--- src/rtl/pwm_pkg.sv ---
// Shared constants and helpers for the PWM bank: register map offsets
// (relative to the first address after the duty registers) and period length.
package pwm_pkg;

    // Control/config registers sit directly above the per-channel duty registers.
    localparam int REG_CTRL_OFS = 0;
    localparam int REG_INV_OFS  = 1;
    localparam int REG_PRE_OFS  = 2;

    // Bit position of the global enable inside the ctrl register.
    localparam int CTRL_EN_BIT  = 0;

    // Ticks per PWM period: the counter spans 0..2^width-2, so a duty of
    // 2^width-1 is high on every tick (exact 100%).
    function automatic int period_len(input int width);
        return (1 << width) - 1;
    endfunction

endpackage

--- src/rtl/pwm_timebase.sv ---
// Shared timebase for all channels: prescaler producing a tick, and the
// period counter advanced by that tick. Both are held at zero while disabled.
module pwm_timebase
    import pwm_pkg::*;
#(
    parameter int WIDTH      = 8,
    parameter int PRESCALE_W = 16
) (
    input  logic                  clk,
    input  logic                  rst,
    input  logic                  i_enable,
    input  logic [PRESCALE_W-1:0] i_prescale,
    output logic [WIDTH-1:0]      o_cnt,
    output logic                  o_wrap
);

    localparam logic [WIDTH-1:0] CNT_LAST = WIDTH'(period_len(WIDTH) - 1);

    logic [PRESCALE_W-1:0] r_pre_cnt;
    logic [WIDTH-1:0]      r_cnt;
    logic                  w_tick;

    // Equality compare (not >=) so a divisor lowered below the running count
    // lets the prescaler run out to all-ones and wrap instead of ticking early.
    assign w_tick = i_enable && (r_pre_cnt == i_prescale);
    assign o_wrap = w_tick && (r_cnt == CNT_LAST);
    assign o_cnt  = r_cnt;

    // Prescaler: count 0..prescale, restart on tick, free-wrap through all-ones.
    // NOTE: non-blocking assignments in clocked blocks so every register sees
    // the pre-edge values of the others, independent of statement order.
    always_ff @(posedge clk or posedge rst) begin
        if (rst) begin
            r_pre_cnt <= '0;
        end else if (!i_enable || w_tick) begin
            r_pre_cnt <= '0;
        end else begin
            r_pre_cnt <= r_pre_cnt + 1'b1;
        end
    end

    // Period counter: advance on tick, wrap after the last tick of the period.
    always_ff @(posedge clk or posedge rst) begin
        if (rst) begin
            r_cnt <= '0;
        end else if (!i_enable || o_wrap) begin
            r_cnt <= '0;
        end else if (w_tick) begin
            r_cnt <= r_cnt + 1'b1;
        end
    end

endmodule

--- src/rtl/pwm_bank.sv ---
// N-channel PWM bank with register write/read port, double-buffered duty
// registers loaded at period boundaries, global enable and per-channel invert.
module pwm_bank
    import pwm_pkg::*;
#(
    parameter int CHANNELS   = 8,
    parameter int WIDTH      = 8,
    parameter int PRESCALE_W = 16,
    parameter int ADDR_W     = 5
) (
    input  logic                clk,
    input  logic                rst,
    input  logic                wr_en,
    input  logic [ADDR_W-1:0]   wr_addr,
    input  logic [15:0]         wr_data,
    input  logic [ADDR_W-1:0]   rd_addr,
    output logic [15:0]         rd_data,
    output logic [CHANNELS-1:0] pwm_out,
    output logic                period_start
);

    localparam logic [ADDR_W-1:0] A_CTRL = ADDR_W'(CHANNELS + REG_CTRL_OFS);
    localparam logic [ADDR_W-1:0] A_INV  = ADDR_W'(CHANNELS + REG_INV_OFS);
    localparam logic [ADDR_W-1:0] A_PRE  = ADDR_W'(CHANNELS + REG_PRE_OFS);

    logic [WIDTH-1:0]      r_duty     [CHANNELS];
    logic [WIDTH-1:0]      r_shadow   [CHANNELS];
    logic [WIDTH-1:0]      w_duty_nxt [CHANNELS];
    logic                  r_enable;
    logic [CHANNELS-1:0]   r_inv;
    logic [PRESCALE_W-1:0] r_pre;
    logic [15:0]           r_rd_data;
    logic [15:0]           w_rd_mux;
    logic [CHANNELS-1:0]   r_pwm;
    logic [CHANNELS-1:0]   w_raw;
    logic                  r_period_start;
    logic [WIDTH-1:0]      w_cnt;
    logic                  w_wrap;
    logic                  w_wr_ctrl;
    logic                  w_wr_inv;
    logic                  w_wr_pre;

    assign w_wr_ctrl = wr_en && (wr_addr == A_CTRL);
    assign w_wr_inv  = wr_en && (wr_addr == A_INV);
    assign w_wr_pre  = wr_en && (wr_addr == A_PRE);

    pwm_timebase #(
        .WIDTH      (WIDTH),
        .PRESCALE_W (PRESCALE_W)
    ) u_timebase (
        .clk        (clk),
        .rst        (rst),
        .i_enable   (r_enable),
        .i_prescale (r_pre),
        .o_cnt      (w_cnt),
        .o_wrap     (w_wrap)
    );

    // Per-channel duty write-through value and compare against the shared counter.
    for (genvar g = 0; g < CHANNELS; g++) begin : g_ch
        assign w_duty_nxt[g] = (wr_en && (wr_addr == ADDR_W'(g))) ? wr_data[WIDTH-1:0] : r_duty[g];
        assign w_raw[g]      = r_enable && (w_cnt < r_shadow[g]);
    end

    // Register file: duty, ctrl, invert mask and prescale divisor.
    // NOTE: the duty array is a handful of flops, not a RAM, so it takes the
    // async reset like any other state; a true memory would be left unreset.
    always_ff @(posedge clk or posedge rst) begin
        if (rst) begin
            for (int i = 0; i < CHANNELS; i++) begin
                r_duty[i] <= '0;
            end
            r_enable <= 1'b0;
            r_inv    <= '0;
            r_pre    <= '0;
        end else begin
            for (int i = 0; i < CHANNELS; i++) begin
                r_duty[i] <= w_duty_nxt[i];
            end
            if (w_wr_ctrl) r_enable <= wr_data[CTRL_EN_BIT];
            if (w_wr_inv)  r_inv    <= wr_data[CHANNELS-1:0];
            if (w_wr_pre)  r_pre    <= wr_data[PRESCALE_W-1:0];
        end
    end

    // Shadow duty: follows duty while idle, otherwise reloads only at the wrap,
    // taking a same-cycle write so it is never lost.
    always_ff @(posedge clk or posedge rst) begin
        if (rst) begin
            for (int i = 0; i < CHANNELS; i++) begin
                r_shadow[i] <= '0;
            end
        end else if (!r_enable || w_wrap) begin
            for (int i = 0; i < CHANNELS; i++) begin
                r_shadow[i] <= w_duty_nxt[i];
            end
        end
    end

    // Registered outputs; raw is forced low while disabled so outputs show the invert mask.
    always_ff @(posedge clk or posedge rst) begin
        if (rst) begin
            r_pwm          <= '0;
            r_period_start <= 1'b0;
        end else begin
            r_pwm          <= w_raw ^ r_inv;
            r_period_start <= w_wrap;
        end
    end

    // Readback mux: unmapped addresses and unused upper bits read zero.
    // NOTE: default assigned first so every path drives w_rd_mux and no latch is inferred.
    always_comb begin
        w_rd_mux = '0;
        for (int i = 0; i < CHANNELS; i++) begin
            if (rd_addr == ADDR_W'(i)) w_rd_mux = 16'(r_duty[i]);
        end
        if (rd_addr == A_CTRL) w_rd_mux = 16'(r_enable);
        if (rd_addr == A_INV)  w_rd_mux = 16'(r_inv);
        if (rd_addr == A_PRE)  w_rd_mux = 16'(r_pre);
    end

    // Readback register: one clock of latency, old value on a same-cycle write.
    always_ff @(posedge clk or posedge rst) begin
        if (rst) begin
            r_rd_data <= '0;
        end else begin
            r_rd_data <= w_rd_mux;
        end
    end

    assign rd_data      = r_rd_data;
    assign pwm_out      = r_pwm;
    assign period_start = r_period_start;

endmodule

--- config.mk ---
export PLATFORM = sky130hd
export DESIGN_NAME = pwm_bank
export DESIGN_NICKNAME = d
export VERILOG_FILES = /design/src/rtl/pwm_pkg.sv /design/src/rtl/pwm_timebase.sv /design/src/rtl/pwm_bank.sv
export SDC_FILE = /design/constraint.sdc
export NUM_CORES = 1
export LEC_CHECK = 0
export ABC_AREA = 0
export CAP_MARGIN = 20
export CORE_UTILIZATION = 45
export CTS_CLUSTER_DIAMETER = 80
export DETAILED_ROUTE_END_ITERATION = 7
export SYNTH_ARGS = -nofsm -noshare
export SYNTH_HDL_FRONTEND = slang
export SYNTH_HIERARCHICAL = 1
export SYNTH_SLANG_ARGS = --single-unit
--- constraint.sdc ---
create_clock -name clk -period 7 [get_ports clk]
set_input_delay 1.05 -clock clk [delete_from_list [all_inputs] [get_ports clk]]
set_output_delay 1.05 -clock clk [all_outputs]
set_load 0.02 [all_outputs]
==> results of run 1 <==
area by class of cell:
type / instances / area [µm²]
antenna: 1 / 2.50
clock buffer: 35 / 693
clock inverter: 6 / 38.8
fill: 2052 / 10700
inverter: 71 / 274
multi-input combinational: 596 / 5160
sequential: 202 / 5050
tap: 313 / 392
timing repair buffer: 58 / 563
flip-flops by register name, summed over array words and instances (netlist names):
signal	cells
r_inv	8
rd_data	16
period_start	1
r_pre	16
r_enable	1
r_duty	64
pwm_out	8
u_timebase/r_pre_cnt	16
u_timebase/o_cnt	8
r_shadow	64
per-layer routing:
metal  vias to the layer above  wire, µm  share of wire [%]
met5                         -         0                  0
met4                         0       625                2.4
met3                        43      1210                4.6
met2                       176     11900                 45
met1                      3620     12600                 48
li1                       3392         -                  -
logic make-up (layout without fill, tap and decap cells):
kind of cell / after synthesis / after routing / synth area share [%]
AO/OA/AOI/OAI: 124 / 124 / 9.06
XOR/XNOR: 30 / 30 / 2.46
adder cells (fa/ha/maj): 59 / 59 / 6.92
buffers and inverters: 113 / 170 / 4.21
flip-flops: 202 / 202 / 47.4
multiplexers: 176 / 176 / 18.3
other: 0 / 1 / 0
AND/OR/NAND/NOR: 207 / 207 / 11.6
cells in the mapped netlist (7+ instances only):
| master | instances | share of area [%] |
|---|---|---|
| a21o_1 | 14 | 0.99 |
| a21oi_1 | 7 | 0.33 |
| and3_1 | 11 | 0.65 |
| buf_1 | 8 | 0.28 |
| buf_2 | 7 | 0.33 |
| clkbuf_1 | 24 | 0.84 |
| dfrtp_1 | 202 | 47 |
| ha_1 | 59 | 6.9 |
| inv_1 | 71 | 2.5 |
| mux2_2 | 153 | 16 |
| mux2i_1 | 21 | 2.0 |
| nand2_1 | 37 | 1.3 |
| nand2b_1 | 17 | 1.0 |
| nand3_1 | 18 | 0.84 |
| nand4_1 | 8 | 0.47 |
| nand4b_1 | 7 | 0.57 |
| nor2_1 | 37 | 1.3 |
| nor2b_1 | 8 | 0.47 |
| nor3_1 | 10 | 0.47 |
| o211ai_1 | 15 | 1.1 |
| o21ai_0 | 17 | 0.80 |
| o221a_2 | 11 | 1.2 |
| o22ai_1 | 7 | 0.41 |
| or3b_2 | 7 | 0.57 |
| xor2_1 | 24 | 2.0 |
path summary, 6_finish.rpt:
check	end	slack [ns]	cells past startpoint
hold reg to reg	u_timebase/r_pre_cnt[0]	0.49	1
max in group asynchronous	r_duty[25]	4.56	3
hold / removal	u_timebase/r_pre_cnt[0]	0.49	1
setup reg to reg	r_shadow[38]	3.77	7
setup / recovery	r_shadow[38]	3.77	7
min in group asynchronous	r_pre[9]	1.12	2
cells in the final DEF (no fill, tap or decap), types with 6 or more instances in the layout:
cell type	synthesis	final
a21o_1	14	14
a21oi_1	7	7
a221oi_1	6	6
a31oi_1	6	6
and3_1	11	11
clkbuf_1	24	7
clkbuf_16	0	25
clkdlybuf4s50_1	0	52
dfrtp_1	202	202
ha_1	59	59
inv_1	71	70
mux2_2	153	153
mux2i_1	21	21
nand2_1	37	37
nand2b_1	17	16
nand3_1	18	18
nand4_1	8	8
nand4b_1	7	7
nor2_1	37	37
nor2b_1	8	8
nor3_1	10	10
nor4_1	6	6
o211ai_1	15	15
o21ai_0	17	17
o221a_2	11	11
o22a_1	6	6
o22ai_1	7	7
or3b_2	7	7
or4_1	6	6
xnor2_1	6	6
xor2_1	24	24
per-stage QoR:
step / utilization, % / setup slack (ns) / hold slack (ns) / instance area, µm²
after floorplan: - / 1.12 / 0.465 / 10700
after global placement: 49.9 / 3.50 / 0.483 / 11400
after detailed placement: 49.9 / 3.44 / 0.493 / 11400
after CTS: 53.1 / 3.75 / 0.501 / 12200
after global routing: 53.1 / 3.53 / 0.519 / 12200
final: 53.1 / 3.77 / 0.495 / 12200
power breakdown:
part           internal, mW  total (mW)  leakage (nW)  switching, mW
Combinational         0.400       0.818          2.68          0.418
Sequential             1.41        1.55          2.62          0.147
Clock                 0.684        1.17         0.354          0.486
Total                  2.49        3.54          5.65           1.05
worst max-delay path: cells and delay by family (launching register included):
| kind | cells | cell delay (ns) |
|---|---|---|
| and+or+nand+nor | 4 | 1.27 |
| muxes | 1 | 0.43 |
| xor gates and xnor gates | 1 | 0.18 |
| buffers and inverters | 1 | 0.72 |
| DFF | 1 | 0.44 |
==> metrics, run 1 <==
status=finished clean; antenna viol nets, final=0; Core ar.=0.0229 mm²; met1 Use GR=32.7%; first-pass GRT wire length=42000 µm; Max Freq=310 MHz; Worst EP arrival=3.62 ns; r2r startpoint=u_timebase/r_pre_cnt[7]; overall power=3.54 mW; synthesized flop and latch total=202; 1st-iter DRT viols=408; HP Start=u_timebase/r_pre_cnt[0]; drt first pass iters=5; DPL Wire Length=17700 µm; port bufs=53; GR Util met3=3.42%; Ports=54; Max clock buf depth=3; Routability Congestion=0.888; cts hold-fix bufs=0; htree depth=1; die area=0.0243 mm²; met2 Track Usage GR=35.7%; # setup viols final=0; initial core utilization=46.5%; worst clock skew=0.0168 ns; GR Util All Layers=22.8%; TritonCTS clock tree=done; drt via density=5.64; critical path fanouts, max=64; Syn-to-layout area delta=14.2%; register area share after synthesis=47.4%; GR Overflow Total=0; Lkg Pwr=5.65 nW; Top FF cell, synth=dfrtp_1; syn_nets=999; Avg Cell Area, Syn=11.7 µm²; CTS Sinks=202; CP cell instances=xor2_1 > nor4_2 > nand4_2 > nor3_1 > nand2b_2 > buf_4 > mux2_2; worst setup path start=u_timebase/r_pre_cnt[7]; Non-Filler Instances=1282; Post-CTS Setup Repair Bufs=0; die height=156 µm; vias in the first global route=7202; initial antenna violation count=0; # resized after CTS=0; RSZ-0062 raised after global routing=false; dpl cells=1240; clk root buf=clkbuf_16; Worst-Margin Slew=0.960 ns; unique cell type count in the Yosys netlist=65; DIE WIDTH=156 µm; final WL=26300 µm; Synth Warn #=6; Worst setup SP type=flop; PD cells=291 mW/mm²; mapped cell area=0.0107 mm²; Setup TNS=0 ns; nets=1041; Worst-Skew Late Latency=0.52 ns; final max-slew violation count=0; asr flop ratio synth=100%; Crit. End Element=flop; critical path type=reg2reg; Hold Crit Class=reg2reg; share of post-route cells with drive strength above 1=24.1%; min Tclk post-route=3.23 ns; CP max-delay cell=buf_4; CP max stage delay=0.72 ns; wire per inst=20.5 µm; DR DRC count=0; std cell rows=55; Slew headroom=36.0%; Num CTS Buffers=24; MaxCap Viol Count=0; routed via count=7231; Top Usage Layer GRT=met2; CP required=7.39 ns; part of the cycle the worst path needs=46.1%; clk slew on worst S/H paths=0.06 ns; largest net degree at the start of global routing=119; final hold vios=0; number of synthesized flops with an enable pin=0; VDD IR max=291 µV; cells after synthesis=911
No activity file was read; power rests on OpenSTA's default activity.
==> run 2, diff against run 1 <==
==> constraint.sdc (replaced) <==
create_clock -name clk -period 3.2 [get_ports clk]
set_input_delay 0.48 -clock clk [delete_from_list [all_inputs] [get_ports clk]]
set_output_delay 0.48 -clock clk [all_outputs]
set_load 0.02 [all_outputs]
==> run 2 against run 1 <==
  * Worst hold slack better by 0.0091 ns
  * Die area unchanged
  * Total power up 120%
  * Final cell count up 1.7%
  * Critical path depth unchanged
  * Sequential share of layout area down 0.67 points
  * Via count down 0.26%
  * Register-to-register slack worse by 3.0 ns
  * Count of clock-buffer cells in the layout unchanged
  * Combinational power up 120%
  * Final area up 1.6%
  * Fmax up 30%
  * Critical path type unchanged
  * Largest power group unchanged
==> metrics, run 2 (synthesis results as in run 1) <==
GR Util All Layers=23.3%; Ports=54; Max clock buf depth=3; drt first pass iters=4; dpl cells=1264; port bufs=53; CTS Sinks=202; final max-slew violation count=0; Routability Congestion=0.892; DR DRC count=0; Non-Filler Instances=1304; vias in the first global route=7386; wire per inst=20.8 µm; # resized after CTS=0; TritonCTS clock tree=done; share of post-route cells with drive strength above 1=26.0%; Sequential Power Share=44.1%; critical path type=reg2reg; largest net degree at the start of global routing=65; # setup viols final=0; Post-CTS Setup Repair Bufs=0; antenna viol nets, final=0; switch share=29.4%; most frequent cells in the layout=202 x dfrtp_1, 153 x mux2_2, 70 x inv_1; switching component of the power=2.27 mW; Setup TNS=0 ns; drt via density=5.53; ant diodes=0; DPL Wire Length=18600 µm; Max Freq=404 MHz; Hold Crit Class=in2async; std cell rows=55; min Tclk post-route=2.47 ns; RSZ-0062 raised after global routing=false; worst clock skew=0.0120 ns; Syn-to-layout area delta=16.1%; critical path fanouts, max=64; die area=0.0243 mm²; PD cells=624 mW/mm²; VDD IR max=401 µV; initial antenna violation count=0; Clk pwr share=32.6%; final hold vios=0; Worst-Skew Late Latency=0.51 ns; part of the cycle the worst path needs=77.3%; nets=1064; initial core utilization=46.5%; Worst setup SP type=flop; combinational power share=23.3%; CP required=3.59 ns; Crit. End Element=flop; clk root buf=clkbuf_16; cts hold-fix bufs=0; routed via count=7212; overall power=7.72 mW; DIE WIDTH=156 µm; Num CTS Buffers=23; die height=156 µm; Pint=5.45 mW; Worst-Margin Slew=0.946 ns; 1st-iter DRT viols=381; htree depth=1; first-pass GRT wire length=42600 µm; Largest regs=r_duty: 64 flops, r_shadow: 64 flops; Worst EP arrival=2.87 ns; MaxCap Viol Count=0; GR Overflow Total=0; Core ar.=0.0229 mm²; Lkg Pwr=5.78 nW; commonest non-fill, non-tap cell in the layout=dfrtp_1; Slew headroom=36.9%; clk slew on worst S/H paths=0.06 ns; status=finished clean; final WL=27100 µm
-- run 2: changes by cell type in the layout (fill, tap and decap cells not counted), sizes merged --
cell      delta
buf         +24
inv          -2
clkinvlp     +1
diode        -1
-- run 2: routing by layer --
metal  vias to the layer above  track usage (%)  wire length [µm]
li1                       3429                -                 -
met1                      3603             33.2             12600
met2                       142             37.9             12700
met3                        38             2.47              1130
met4                         0             5.79               580
met5                         -                0                 0
-- run 2: critical path: stages, from the launching register on --
cell and delay (ns):
dfrtp_1 0.43, xor2_1 0.19, nor4_2 0.33, nand4_2 0.17, nor3_1 0.25, nand2b_2 0.19, buf_12 0.29, mux2_2 0.39
-- run 2: worst paths after layout --
path | slack [ns] | end | depth (start not counted) | start
setup / recovery | 0.73 | r_shadow[48] | 7 | r_pre[3]
hold / removal | 0.50 | r_shadow[2] | 2 | rst
setup reg to reg | 0.73 | r_shadow[48] | 7 | r_pre[3]
hold reg to reg | 0.51 | r_shadow[23] | 1 | r_shadow[23]
max in group asynchronous | 1.94 | r_duty[17] | 3 | rst
min in group clk | 0.51 | r_shadow[23] | 1 | r_shadow[23]
-- run 2: area by class of cell --
| class | count | area [µm²] |
|---|---|---|
| fillers | 2021 | 10500 |
| multi-input cells | 596 | 5160 |
| flip-flops and latches | 202 | 5050 |
| repair buffers | 82 | 781 |
| clock buffers | 35 | 691 |
| well taps | 313 | 392 |
| inverters | 71 | 270 |
| clock inverters | 5 | 30.0 |
-- run 2: per-stage QoR --
step                area, µm²  utilization [%]  setup slack (ns)  hold slack (ns)
CTS                     12400             54.0             0.774            0.509
global placement        11700             50.9             0.560            0.482
global route            12400             54.0             0.664            0.517
detailed placement      11700             50.9             0.553            0.495
finish                  12400             54.0             0.726            0.504
floorplan               10700                -             0.439            0.465
-- run 2: power by group through the flow --
stage | registers [mW] | logic, mW | clock network, mW
2_1_floorplan | 3.40 | 1.25 | 0
3_3_place_gp | 3.44 | 1.77 | 0
3_5_place_dp | 3.44 | 1.80 | 0
4_1_cts | 3.40 | 1.82 | 2.55
5_1_grt | 3.48 | 2.00 | 2.66
6_report | 3.40 | 1.80 | 2.52
==> run 3, diff against run 2 <==
==> constraint.sdc (replaced) <==
create_clock -name clk -period 2.1 [get_ports clk]
set_input_delay 0.315 -clock clk [delete_from_list [all_inputs] [get_ports clk]]
set_output_delay 0.315 -clock clk [all_outputs]
set_load 0.02 [all_outputs]
==> run 3 against run 2 <==
  * The flow now finishes with violations (setup timing)
  * Sequential power grew 54%
  * Worst hold slack lost 0.28 ns
  * Die area is the same
  * Register-to-register slack lost 0.81 ns
  * Clock power grew 87%
  * Sequential share of layout area shrank 3.3 points
  * Total power grew 70%
==> metrics, run 3 (synthesis results as in run 1) <==
die height=156 µm; commonest non-fill, non-tap cell in the layout=dfrtp_1; Max Freq=458 MHz; Num CTS Buffers=24; die area=0.0243 mm²; min Tclk post-route=2.18 ns; clk slew on worst S/H paths=0.06 ns; CP required=2.50 ns; TritonCTS clock tree=done; PD cells=974 mW/mm²; status=finished with violations; final hold vios=0; CTS Sinks=202; DPL Wire Length=19900 µm; GR Util All Layers=24.1%; RSZ-0062 raised after global routing=true; drt via density=5.42; Worst-Skew Late Latency=0.51 ns; 1st-iter DRT viols=381; dpl cells=1333; std cell rows=55; Max clock buf depth=3; Finished Core Util=58.8%; Crit. End Element=flop; Syn-to-layout area delta=26.4%; port bufs=53; VDD IR max=651 µV; Final WS setup=-0.0841 ns; Core ar.=0.0229 mm²; antenna viol nets, final=0; Worst EP arrival=2.58 ns; met1 Use GR=32.7%; wire per inst=20.5 µm; Largest regs=r_duty: 64 flops, r_shadow: 64 flops; critical path fanouts, max=29; Fin Hold WS=0.227 ns; drt first pass iters=4; Slew headroom=66.8%; Hold Crit Class=in2async; Lkg Pwr=6.54 nW; final max-slew violation count=0; cts hold-fix bufs=0; first-pass GRT wire length=43900 µm; vias in the first global route=7676; GR Util met3=3.97%; Top Usage Layer GRT=met2; # setup viols final=65; initial antenna violation count=0; DR DRC count=0; MaxCap Viol Count=0; most frequent cells in the layout=202 x dfrtp_1, 89 x mux2_2, 86 x buf_4; initial core utilization=46.5%; critical path type=reg2reg; Worst-Margin Slew=0.496 ns; GR Overflow Total=0; nets=1135; Routability Congestion=0.873; routed via count=7474; share of post-route cells with drive strength above 1=31.5%; Register-to-Register Path Depth=7; Worst setup SP type=flop; largest net degree at the start of global routing=41; worst clock skew=0.0103 ns; final WL=28200 µm; clk root buf=clkbuf_16; DIE WIDTH=156 µm; part of the cycle the worst path needs=104%; Non-Filler Instances=1379; met2 Track Usage GR=38.9%; htree depth=1; Ports=54; violated checks=setup timing
run 3: changes by cell type in the layout (fill, tap and decap cells not counted), sizes merged:
cell,change
clkbuf,+1
bufinv,+5
clkinvlp,-1
clkinv,-1
buf,+70
diode,+1
run 3: what timing repair did:
action                                  in CTS  in global routing
gates resized for setup                      1                  1
setup buffers                                0                  1
endpoints found under the setup margin      64                 67
pin swaps                                    0                  1
cloned                                       0                  0
run 3: layout make-up:
| cell class | instances | area, µm² |
|---|---|---|
| inverters | 71 | 270 |
| fillers | 1897 | 9440 |
| clock inverters | 8 | 168 |
| repair buffers | 152 | 1430 |
| multi-input cells | 596 | 5410 |
| clock buffers | 36 | 747 |
| diodes | 1 | 2.50 |
| flip-flops and latches | 202 | 5050 |
| well taps | 313 | 392 |
run 3: metrics by stage:
| stage | area, µm² | setup TNS, ns | total power, mW | setup WS (ns) |
|---|---|---|---|---|
| after global placement | 12500 | -8.03 | 8.39 | -0.166 |
| after detailed placement | 12500 | -10.21 | 8.44 | -0.184 |
| after global routing | 13500 | -10.98 | 13.7 | -0.182 |
| after floorplan | 11000 | -101.59 | 7.47 | -0.496 |
| final | 13500 | -3.61 | 13.1 | -0.0841 |
| after CTS | 13500 | -3.92 | 13.2 | -0.0811 |
run 3: worst paths after layout:
| check | startpoint | to | slack (ns) |
|---|---|---|---|
| max in group asynchronous | rst | r_duty[27] | 1.31 |
| max | r_pre[4] | r_shadow[26] | -0.08 |
| min reg2reg | r_shadow[13] | r_shadow[13] | 0.51 |
| min | rst | r_pre[1] | 0.23 |
| max reg2reg | r_pre[4] | r_shadow[26] | -0.08 |
| min in group clk | wr_data[13] | r_pre[13] | 0.43 |
run 3: worst max-delay path, cell delays in order (launching register included):
cell and delay [ns]:
dfrtp_1 0.39, xor2_1 0.17, nor4_2 0.33, nand4_2 0.18
nor3_2 0.17, nand2b_4 0.21, buf_16 0.23, mux2_4 0.33
run 3: where the power goes:
group | total, mW | internal [mW] | switching (mW) | leakage [nW]
Sequential | 5.22 | 4.69 | 0.527 | 2.62
Combinational | 3.19 | 1.73 | 1.47 | 3.47
Clock | 4.71 | 3.06 | 1.65 | 0.448
Total | 13.1 | 9.47 | 3.65 | 6.54
run 3: layer usage:
metal	routed length, µm	vias to the layer above
li1	-	3564
met1	13200	3667
met2	12700	187
met3	1370	56
met4	964	0
met5	0	-
